[src/rtl/ifu_prefetch_queue.sv]
// ifu_prefetch_queue
//   Instruction-fetch front end. It issues sequential fetch requests with up to
//   MAX_OUTS requests in flight and buffers the returned instructions, tagged
//   with their PCs, in a DEPTH-entry queue. The EXU drains the queue through a
//   valid/ready port. A redirect flushes the queue and restarts fetch at a new
//   PC. A bus error stops fetching until the next redirect.
//
// Ports
//   clk, rst                    clock; asynchronous active-low reset
//   pc_rtvec                    reset vector, loaded on the first cycle after reset
//   redirect_valid/redirect_pc  flush the queue and restart fetch (bit0 ignored)
//   ifu_req_*                   fetch request channel to the bus
//   ifu_rsp_*                   in-order fetch response channel from the bus
//   ifu_o_*                     queue head towards the EXU, plus the entry count
//   inspect_pc                  next PC to be requested (debug)
module ifu_prefetch_queue #(
    parameter int PC_W     = 32,
    parameter int INSTR_W  = 32,
    parameter int DEPTH    = 4,
    parameter int MAX_OUTS = 2
) (
    input  logic                       clk,
    input  logic                       rst,
    input  logic [PC_W-1:0]            pc_rtvec,
    input  logic                       redirect_valid,
    input  logic [PC_W-1:0]            redirect_pc,
    output logic                       ifu_req_valid,
    input  logic                       ifu_req_ready,
    output logic [PC_W-1:0]            ifu_req_pc,
    input  logic                       ifu_rsp_valid,
    output logic                       ifu_rsp_ready,
    input  logic [INSTR_W-1:0]         ifu_rsp_instr,
    input  logic                       ifu_rsp_err,
    output logic                       ifu_o_valid,
    input  logic                       ifu_o_ready,
    output logic [INSTR_W-1:0]         ifu_o_ir,
    output logic [PC_W-1:0]            ifu_o_pc,
    output logic                       ifu_o_err,
    output logic [$clog2(DEPTH+1)-1:0] ifu_o_count,
    output logic [PC_W-1:0]            inspect_pc
);
    localparam int AW = $clog2(DEPTH);
    localparam int CW = $clog2(DEPTH + 1);
    localparam int OW = $clog2(MAX_OUTS + 1);
    localparam logic [PC_W-1:0] PC_MASK = {{(PC_W-1){1'b1}}, 1'b0};
    localparam logic [PC_W-1:0] PC_STEP = PC_W'(4);

    typedef enum logic [1:0] {BOOT, RUN, ERR_WAIT} state_t;

    typedef struct packed {
        logic [INSTR_W-1:0] ir;
        logic [PC_W-1:0]    pc;
        logic               err;
    } entry_t;

    state_t                state, state_nxt;
    entry_t [DEPTH-1:0]    mem;
    logic   [AW-1:0]       rd_ptr, wr_ptr;
    logic   [CW-1:0]       count;
    logic   [OW-1:0]       outs_cnt, drop_cnt, outs_nxt;
    logic   [PC_W-1:0]     fetch_pc, rsp_pc;
    logic   [CW:0]         reserved;
    logic                  flush, req_hsk, rsp_hsk, enq, deq;

    // Redirects only mean something once the fetch PC has been loaded.
    assign flush    = redirect_valid & (state != BOOT);
    // Each outstanding request holds a queue slot, so responses never stall.
    assign reserved = (CW+1)'(outs_cnt) + (CW+1)'(count);

    assign ifu_req_valid = (state == RUN) & ~redirect_valid
                         & (outs_cnt < OW'(MAX_OUTS))
                         & (reserved < (CW+1)'(DEPTH));
    assign ifu_req_pc    = fetch_pc;
    assign ifu_rsp_ready = (state != BOOT);
    assign inspect_pc    = fetch_pc;

    assign req_hsk = ifu_req_valid & ifu_req_ready;
    assign rsp_hsk = ifu_rsp_valid & ifu_rsp_ready;
    // Responses owed from before a redirect are discarded; a response that
    // handshakes in the redirect cycle itself is discarded too.
    assign enq     = rsp_hsk & (drop_cnt == '0) & ~flush;
    assign deq     = ifu_o_valid & ifu_o_ready & ~flush;
    assign outs_nxt = outs_cnt + OW'(req_hsk) - OW'(rsp_hsk);

    assign ifu_o_valid = (count != '0);
    assign ifu_o_ir    = mem[rd_ptr].ir;
    assign ifu_o_pc    = mem[rd_ptr].pc;
    assign ifu_o_err   = mem[rd_ptr].err;
    assign ifu_o_count = count;

    always_comb begin
        state_nxt = state;
        case (state)
            BOOT:     state_nxt = RUN;
            RUN:      if (flush) state_nxt = RUN;
                      else if (enq & ifu_rsp_err) state_nxt = ERR_WAIT;
            ERR_WAIT: if (flush) state_nxt = RUN;
            default:  state_nxt = BOOT;
        endcase
    end

    always_ff @(posedge clk or negedge rst) begin
        if (!rst) begin
            state    <= BOOT;
            fetch_pc <= '0;
            rsp_pc   <= '0;
            outs_cnt <= '0;
            drop_cnt <= '0;
        end else begin
            state    <= state_nxt;
            outs_cnt <= outs_nxt;
            if (state == BOOT) begin
                fetch_pc <= pc_rtvec & PC_MASK;
                rsp_pc   <= pc_rtvec & PC_MASK;
            end else if (flush) begin
                fetch_pc <= redirect_pc & PC_MASK;
                rsp_pc   <= redirect_pc & PC_MASK;
                // No request is issued in a redirect cycle, so every response
                // still owed after this edge belongs to the old stream.
                drop_cnt <= outs_nxt;
            end else begin
                if (req_hsk) fetch_pc <= fetch_pc + PC_STEP;
                if (enq)     rsp_pc   <= rsp_pc + PC_STEP;
                if (rsp_hsk && drop_cnt != '0) drop_cnt <= drop_cnt - OW'(1);
            end
        end
    end

    always_ff @(posedge clk or negedge rst) begin
        if (!rst) begin
            mem    <= '0;
            rd_ptr <= '0;
            wr_ptr <= '0;
            count  <= '0;
        end else if (flush) begin
            rd_ptr <= '0;
            wr_ptr <= '0;
            count  <= '0;
        end else begin
            if (enq) begin
                mem[wr_ptr] <= '{ir: ifu_rsp_instr, pc: rsp_pc, err: ifu_rsp_err};
                wr_ptr      <= wr_ptr + AW'(1);
            end
            if (deq) rd_ptr <= rd_ptr + AW'(1);
            count <= count + CW'(enq) - CW'(deq);
        end
    end

    a_no_stray_rsp : assert property (@(posedge clk) disable iff (!rst)
        !(ifu_rsp_valid && outs_cnt == '0));
    a_space : assert property (@(posedge clk) disable iff (!rst)
        (32'(count) + 32'(outs_cnt) - 32'(drop_cnt)) <= DEPTH);
endmodule
[config.mk]
export PLATFORM = sky130hd
export DESIGN_NAME = ifu_prefetch_queue
export DESIGN_NICKNAME = d
export VERILOG_FILES = /design/src/rtl/ifu_prefetch_queue.sv
export SDC_FILE = /design/constraint.sdc
export NUM_CORES = 1
export LEC_CHECK = 0
export ABC_AREA = 1
export CORE_ASPECT_RATIO = 1.2
export CORE_MARGIN = 2
export CORE_UTILIZATION = 40
export DETAILED_ROUTE_END_ITERATION = 16
export GPL_TIMING_DRIVEN = 0
export PLACE_DENSITY = 0.65
export SETUP_SLACK_MARGIN = 0.3
export SYNTH_ARGS = -nofsm -noshare
export SYNTH_HDL_FRONTEND = slang
export SYNTH_SLANG_ARGS = --single-unit
export TNS_END_PERCENT = 5
[constraint.sdc]
create_clock -name clk -period 4.6 [get_ports clk]
set_input_delay 0.92 -clock clk [delete_from_list [all_inputs] [get_ports clk]]
set_output_delay 0.92 -clock clk [all_outputs]
set_load 0.05 [all_outputs]
==> results.txt, run 1 <==
- The post-route netlist has 7.72% of its cells at a drive strength greater than 1.
* Overall via count from detail_route: 15.8k
* Switching pwr: 6620 uW
* Final setup violation count: 0
- Worst setup margin: 0.241 ns
* Most numerous cell on the critical path: sky130_fd_sc_hd__clkbuf_1
- The library cell used most frequently in the layout, excluding fill and tap cells, is sky130_fd_sc_hd__nand2_1.
- The number of hold-slack violations in the final timing report was 0.
- Combinational cells account for 48.5% of the total power.
- The library cells used most frequently in the layout, excluding fill and tap cells, are sky130_fd_sc_hd__nand2_1, sky130_fd_sc_hd__dfrtp_1, sky130_fd_sc_hd__nor2_1, sky130_fd_sc_hd__o21ai_1, sky130_fd_sc_hd__clkdlybuf4s50_1.
- Worst Tran Pin Value: 0.796 ns
- 238 I/O pins were placed.
* Initial antenna violation count: 0
- For this run, asynchronously set or reset flops after synthesis account for 100%.
- TritonCTS sink count: 330
- The smallest clock period supported by the final layout is computed as 4.36 ns.
- Grouping stages by cell kind, the critical path spends the most delay in buffers and inverters.
- For this run, global-route usage on met3 was measured as 3.48%.
- Avg WL per Cell: 18.4 um
* Chip height: 227 um
- Post-route fraction of the period consumed by the critical path: 94.8%
- After detailed routing, the number of vias per cell comes to 5.32.
* Placed cell count: 2896
- During synthesis, Yosys emitted a total of 0 warnings.
- Clock network latency to the later pin of the worst-skew pair: 0.53 ns
- Power density relative to cell area: 692 nW/um2
* Cells after synthesis: 2121
- Sw frac: 45.8%
- The finished cells cover 20900 um2.
* RSZ-0062 raised after global routing: true
* Crit end category: output pin
* Worst Hold Slack: 0.440 ns
* Placement Setup Slack: 0.482 ns
- The min-delay analysis places its worst path in the category primary input to asynchronous set/reset pin.
* Sequential cell area fraction in the yosys report: 49.9%
- Port buffering added 232 buffers.
* Cts bufs inserted: 36
- Once detail routing completed, the nets flagged for antenna violations numbered 0.
- Clock network power share: 21.6%
- First-iteration detailed-routing DRC count: 1223
- Number of H-tree levels: 2
* Post-synthesis instance area: 16500 um2
- Placed Instance Area: 19600 um2
- GR Layer Usage met2: 44.6%
* Congestion Overflow GR: 0
- Worst slew margin relative to its limit: 47.0%
- Final Max Tran Viols: 0
* Result of the run: completed
* Maximum clock insertion buffer count: 3
* Start-to-end type of the worst setup path: flip-flop to output pin
- Static timing analysis puts the maximum clock frequency at 229 MHz.
* Horiz. Die Dim: 190 um
* Total number of placement rows: 81
- Before antenna repair, the detailed router went through 5 iterations.
- Met1 track demand over resource in global routing: 32.0%
* Crit path launch type: flip-flop
* Clock transition at the register clock pins on the worst setup and hold paths after CTS: 0.06 ns
- On the final layout, the worst clock skew is 0.0185 ns.
* Sequential fraction of design power: 29.9%
- Max-cap violations in this run came to 0.
- Antenna Diode Count: 0
* Count of flip-flops with a built-in enable after synthesis: 0
- The analysis attributes to cell leakage a power of 0.00975 uW.
- Data arrives at the worst endpoint at 3.44 ns.
- Routability-driven placement finished with a final weighted congestion of 0.898.
* Worst IR drop on VDD: 416 uV
- At the worst endpoint, the required time is 3.68 ns.
* Buffers inserted by post-CTS timing repair: 0
* GRT Max-Usage Layer: met2
- Max stage delay cell, worst path: sky130_fd_sc_hd__clkdlybuf4s50_1
- Cells fill 51.3% of the core in the end.
- Total length of routed wires: 54500 um
- Entering global routing, the biggest net connects 118 pins.
- Vias in the first global route: 15.8k
- TritonCTS built the clock tree.
- The most used flip-flop cell after synthesis is sky130_fd_sc_hd__dfrtp_1.
* Worst reg-to-reg setup slack: 1.65 ns
- In this run the clock root is driven by a sky130_fd_sc_hd__clkbuf_16.
- The critical path goes through inv_1, clkbuf_1, clkbuf_1, nor2_1, o22ai_1, clkdlybuf4s50_1.
- Aggregate global-route resource usage: 25.4%
- Register bit total from synthesis: 330
* Mean instance size in the synthesized netlist: 7.80 um2
- The net count of the finished layout is 2511.
- The floorplan step defined a core boundary enclosing 40700 um2.
- The first global-routing pass estimated 85800 um of wire.
- The finished layout holds 2962 standard cells, fillers aside.
- Detailed placement finished with a half-perimeter wire length of 39200 um.
* Area growth syn-to-layout: 26.3%
- Buffer and inverter count on the worst path: 4
- Internal power comes to 7850 uW.
- Number of remaining DRC errors: 0
- The die covers 43000 um2.
- The largest single stage delay on the critical path is 0.88 ns.
- For this configuration, the core starts out at a cell density of 40.6%.
- In this run the worst path has a maximum fanout of 10.
- The synthesized netlist contains 41 unique library cells.
==> layer usage <==
metal	up-vias	routed length (um)
li1	7488	-
met4	0	1730
met1	7562	22700
met5	-	0
met2	592	26900
met3	112	3120
==> synthesized netlist by cell type, types with 2 or more instances <==
master                     number  share of area [%]
sky130_fd_sc_hd__nand2_1      478                 11
sky130_fd_sc_hd__dfrtp_1      330                 50
sky130_fd_sc_hd__nor2_1       283                6.4
sky130_fd_sc_hd__o21ai_1      250                7.6
sky130_fd_sc_hd__o21ai_0      181                5.5
sky130_fd_sc_hd__inv_1        150                3.4
sky130_fd_sc_hd__nand3_1       67                2.0
sky130_fd_sc_hd__o22ai_1       67                2.5
sky130_fd_sc_hd__a21oi_1       66                2.0
sky130_fd_sc_hd__buf_2         53                1.6
sky130_fd_sc_hd__buf_4         51                2.3
sky130_fd_sc_hd__clkbuf_1      48                1.1
sky130_fd_sc_hd__a22o_1        14               0.74
sky130_fd_sc_hd__ha_1          12               0.91
sky130_fd_sc_hd__nand4_1        8               0.30
sky130_fd_sc_hd__o211ai_1       8               0.36
sky130_fd_sc_hd__a22oi_1        5               0.23
sky130_fd_sc_hd__nor2_2         5               0.19
sky130_fd_sc_hd__nor3_1         5               0.15
sky130_fd_sc_hd__a31oi_1        4               0.15
sky130_fd_sc_hd__inv_2          4              0.091
sky130_fd_sc_hd__xor2_1         4               0.21
sky130_fd_sc_hd__buf_6          3               0.20
sky130_fd_sc_hd__nor2_4         3               0.20
sky130_fd_sc_hd__and2_1         2              0.076
sky130_fd_sc_hd__and3_1         2              0.076
sky130_fd_sc_hd__nand2_2        2              0.076
sky130_fd_sc_hd__o21bai_1       2              0.091
sky130_fd_sc_hd__o31ai_1        2              0.091
==> final timing paths <==
| kind | from | end | depth (start not counted) |
|---|---|---|---|
| min reg2reg | mem[181] | mem[181] | 2 |
| max reg2reg | ifu_o_count[1] | drop_cnt[1] | 14 |
| max in group asynchronous | rst | rsp_pc[21] | 2 |
| min in group clk | mem[181] | mem[181] | 2 |
| min | rst | mem[247] | 1 |
| max | rd_ptr[0] | ifu_o_pc[14] | 6 |
==> cell families after synthesis <==
| group | count (synthesis) | share of synthesized area [%] |
|---|---|---|
| compound gates | 600 | 19.3 |
| xor+xnor | 5 | 0.265 |
| fa+ha+maj | 13 | 1.03 |
| buf+inv | 311 | 8.75 |
| flops | 330 | 49.9 |
| other cells | 1 | 0.0227 |
| simple gates | 861 | 20.8 |
==> sequential cells by signal (all words and copies together) (netlist names) <==
| name | cells |
|---|---|
| rsp_pc | 30 |
| state | 2 |
| drop_cnt | 2 |
| mem | 256 |
| rd_ptr | 2 |
| outs_cnt | 2 |
| wr_ptr | 2 |
| ifu_req_pc | 31 |
| ifu_o_count | 3 |
==> layout make-up <==
class                           instances  area (um2)
Inverter                              155         582
Timing Repair Buffer                  234        2390
Multi-Input combinational cell       1482        6850
Clock buffer                           56        1120
Sequential cell                       330        8260
Clock inverter                         10         168
Buffer                                156         867
Tap cell                              539         674
Fill cell                            3889       19800
==> timing repair <==
item | CTS | global route
hold buffers | 0 | 0
setup endpoints to repair | 21 | 42
gates resized for setup | 1 | 4
==> metrics by stage <==
stage | TNS, ns | power, uW
final | 0 | 14500
after global routing | 0 | 15300
after CTS | 0 | 14500
after detailed placement | 0 | 11400
after global placement | -3853.47 | 11300
after floorplan | 0 | 8870
==> power groups by stage <==
stage,logic (uW),registers [uW],clock network (uW)
2_1_floorplan,4370,4500,0
3_5_place_dp,7040,4360,0
6_report,7020,4330,3130
5_1_grt,7540,4430,3300
4_1_cts,7050,4310,3170
3_3_place_gp,6950,4340,0
(Power assumes the default switching activity.)
==> inputs of run 2 (changes only) <==
Settings changed: ABC_CLOCK_PERIOD_IN_PS set to 4600, GPL_ROUTABILITY_DRIVEN set to 0, PLACE_DENSITY 0.65 to not set, PLACE_DENSITY_LB_ADDON set to 0.2.
==> run 2 against run 1 <==
Core utilization decreased by 0.32 points. Clock power decreased by 8.0%. Count of clock-buffer cells in the layout decreased by 7. Largest cell class unchanged. Cell area decreased by 0.63%. Total power decreased by 2.0%. Critical path type unchanged.
==> results.txt, run 2 (synthesized netlist as in run 1, its figures left out) <==
- Placed Instance Area: 19600 um2
- The signal on the critical path passes through clkbuf_2, clkbuf_1, clkbuf_1, nor2_1, o22ai_1, clkdlybuf4s50_1.
* Fillers: 3954
- Result of the run: completed
- The floorplan step defined a die boundary enclosing 43000 um2.
- Along the worst path, the maximum fanout reaches 10.
- The share of total power dissipated in combinational logic is 49.3%.
* Root Driver: sky130_fd_sc_hd__clkbuf_16
- For the pin with the worst max-slew slack, the measured transition is 0.841 ns.
- Final Max Tran Viols: 0
- Once the floorplan was initialized, standard cells occupied 40.6% of the core.
- Detailed placement ended at an HPWL of 38500 um.
- Sequential fraction of design power: 30.4%
- Buffers inserted by post-CTS timing repair: 0
- The worst register-to-register path has a depth of 14.
- The number of hold-slack violations in the final timing report came to 0.
- Max stage delay cell, worst path: sky130_fd_sc_hd__clkdlybuf4s50_1
* Start-to-end type of the worst setup path: flip-flop to output pin
- Post-route fraction of the period consumed by the critical path: 91.2%
- The via count of the first global-routing pass came to 15.6k.
* Most used cells in the layout excluding fill and tap cells: sky130_fd_sc_hd__nand2_1, sky130_fd_sc_hd__dfrtp_1, sky130_fd_sc_hd__nor2_1, sky130_fd_sc_hd__o21ai_1, sky130_fd_sc_hd__clkdlybuf4s50_1
- After detailed routing, the average wire length per cell comes to 18.1 um.
- Number of max-capacitance violations reported: 0
* Antenna Diode Count: 0
- Counting every sink on the clock net gives 330.
- Clock tree from TritonCTS: built
- The worst setup path is launched from a flip-flop.
* First-iteration detailed-routing DRC count: 1131
* Switching pwr: 6550 uW
* Area growth syn-to-layout: 25.5%
- Aggregate global-route resource usage: 25.0%
* Final std cell area, no fill: 20800 um2
* Worst slew margin relative to its limit: 43.9%
* Max reg flops: 256
- Maximum operating frequency: 238 MHz
- Worst R2R End: drop_cnt[1]
* Clock transition at the register clock pins on the worst setup and hold paths after CTS: 0.06 ns
- Cell internal power was estimated by the tool at 7640 uW.
- The path class of the tightest hold or removal check is primary input to asynchronous set/reset pin.
- The count of buffers added on input and output ports is 232.
- Share of post-route cells with drive strength above 1: 7.70%
- Data arrival time at the worst-slack endpoint: 3.27 ns
- The worst setup path is captured at an output pin.
- Chip height: 227 um
- Cts bufs inserted: 37
- In this run the remaining antenna-violating nets after routing total 0.
- First-pass GRT wire length: 84100 um
- Setup violations remaining at the end of the flow were counted as 0.
- Across the routed clock network, the largest skew measured is 0.0135 ns.
- Counting flops per register, the top entry is mem.
- Critical R2R Launch: ifu_o_count[1]
* Clock period minus worst slack: 4.19 ns
- In this run switching power makes up 46.1% of total power.
- Worst IR drop on VDD: 467 uV
- Beginning of the critical path: rd_ptr[0]
- Horiz. Die Dim: 190 um
- The number of antenna violations at the first check in global routing came to 0.
- Delay of the slowest cell on the worst path: 0.85 ns
* Congestion Overflow GR: 0
* Number of nets at the end of the flow: 2512
* Worst reg-to-reg setup slack: 1.60 ns
- After detailed routing, the number of remaining DRC violations is 0.
- Most numerous cell on the critical path: sky130_fd_sc_hd__clkbuf_1
- In this run the number of H-tree levels came out at 2.
- Most common library cell in the layout ignoring fill and taps: sky130_fd_sc_hd__nand2_1
- Dividing the detail-routed via count by the number of cells gives 5.31.
* Total number of placement rows: 81
* Total length of routed wires: 53600 um
- Overall via count from detail_route: 15.7k
- Power spread over the standard cell area amounts to 683 nW/um2.
* Utilization after layout: 51.0%
- The clock reaches the later pin of the worst-skew pair after 0.53 ns.
- Maximum clock insertion buffer count: 3
- Of the total power, the clock network draws 20.3%.
- For this design the top-level I/O count stands at 238.
- At the worst endpoint, the required time is 3.68 ns.
- Reported leakage power: 0.00966 uW
- Core box area: 40700 um2
- Setup repair after global routing could not meet its margin everywhere.
- Maximum number of pins on one net before global-route repair: 118
- Detailed-routing iteration count for the pre-antenna-repair pass: 5
==> run 2: changes by cell type in the layout (fill, tap and decap cells not counted), sizes merged <==
cell,change
clkbuf,-7
bufinv,-2
dlymetal6s2s,-2
dlygate4sd2,-1
clkdlybuf4s50,+3
clkinvlp,+3
==> run 2: worst max-delay path by stage <==
stage | endpoint | slack (ns)
6_report | ifu_o_ir[13] | 0.41
5_1_grt | ifu_o_pc[14] | 0.26
4_1_cts | ifu_o_pc[14] | 0.17
3_5_place_dp | ifu_req_valid | 0.51
3_3_place_gp | ifu_req_pc[24] | -11.81
2_1_floorplan | ifu_o_ir[11] | 1.69
==> run 2: power by group through the flow <==
stage	Sequential [uW]	Clock, uW	Combinational (uW)
finish	4310	2880	7000
global route	4420	3050	7490
CTS	4300	2930	7030
detailed placement	4340	0	7010
global placement	4330	0	6940
floorplan	4500	0	4370
==> run 2: critical path, delay by kind of cell (launching register included) <==
family                 cells  cell delay [ns]
buffers and inverters      4             2.06
DFF                        1             0.37
AOI/OAI and AO/OA          1             0.22
and+or+nand+nor            1             0.11
==> run 2: layout make-up <==
type	count	area [um2]	share of cell area [%]
flip-flops and latches	330	8260	39.8
multi-input cells	1482	6850	33.0
repair buffers	234	2380	11.5
clock buffers	49	1040	5.01
plain buffers	156	870	4.19
well taps	539	674	3.25
inverters	155	582	2.80
clock inverters	11	115	0.554
==> run 2: per-stage QoR <==
| step | TNS, ns | hold WS, ns | std cells | total power, uW | worst slack [ns] |
|---|---|---|---|---|---|
| 2_1_floorplan | 0 | 0.448 | 2123 | 8870 | 1.69 |
| 3_3_place_gp | -3886.50 | 0.465 | 2894 | 11300 | -11.81 |
| 3_5_place_dp | 0 | 0.473 | 2896 | 11300 | 0.512 |
| 4_1_cts | 0 | 0.487 | 2956 | 14300 | 0.168 |
| 5_1_grt | 0 | 0.498 | 2956 | 15000 | 0.264 |
| 6_report | 0 | 0.453 | 2956 | 14200 | 0.407 |
==> run 2: repair_timing <==
item	in CTS	in global routing
endpoints found under the setup margin	18	50
hold buffers	0	0
resized for setup	1	4
pin swaps	0	0
==> run 2: metal layers <==
layer	share of wire (%)	vias up	GRT usage, %
met5	0	-	0
met3	6.3	141	3.64
met2	49	624	42.7
met1	41	7442	31.4
met4	4.3	0	11.4
li1	-	7487	-
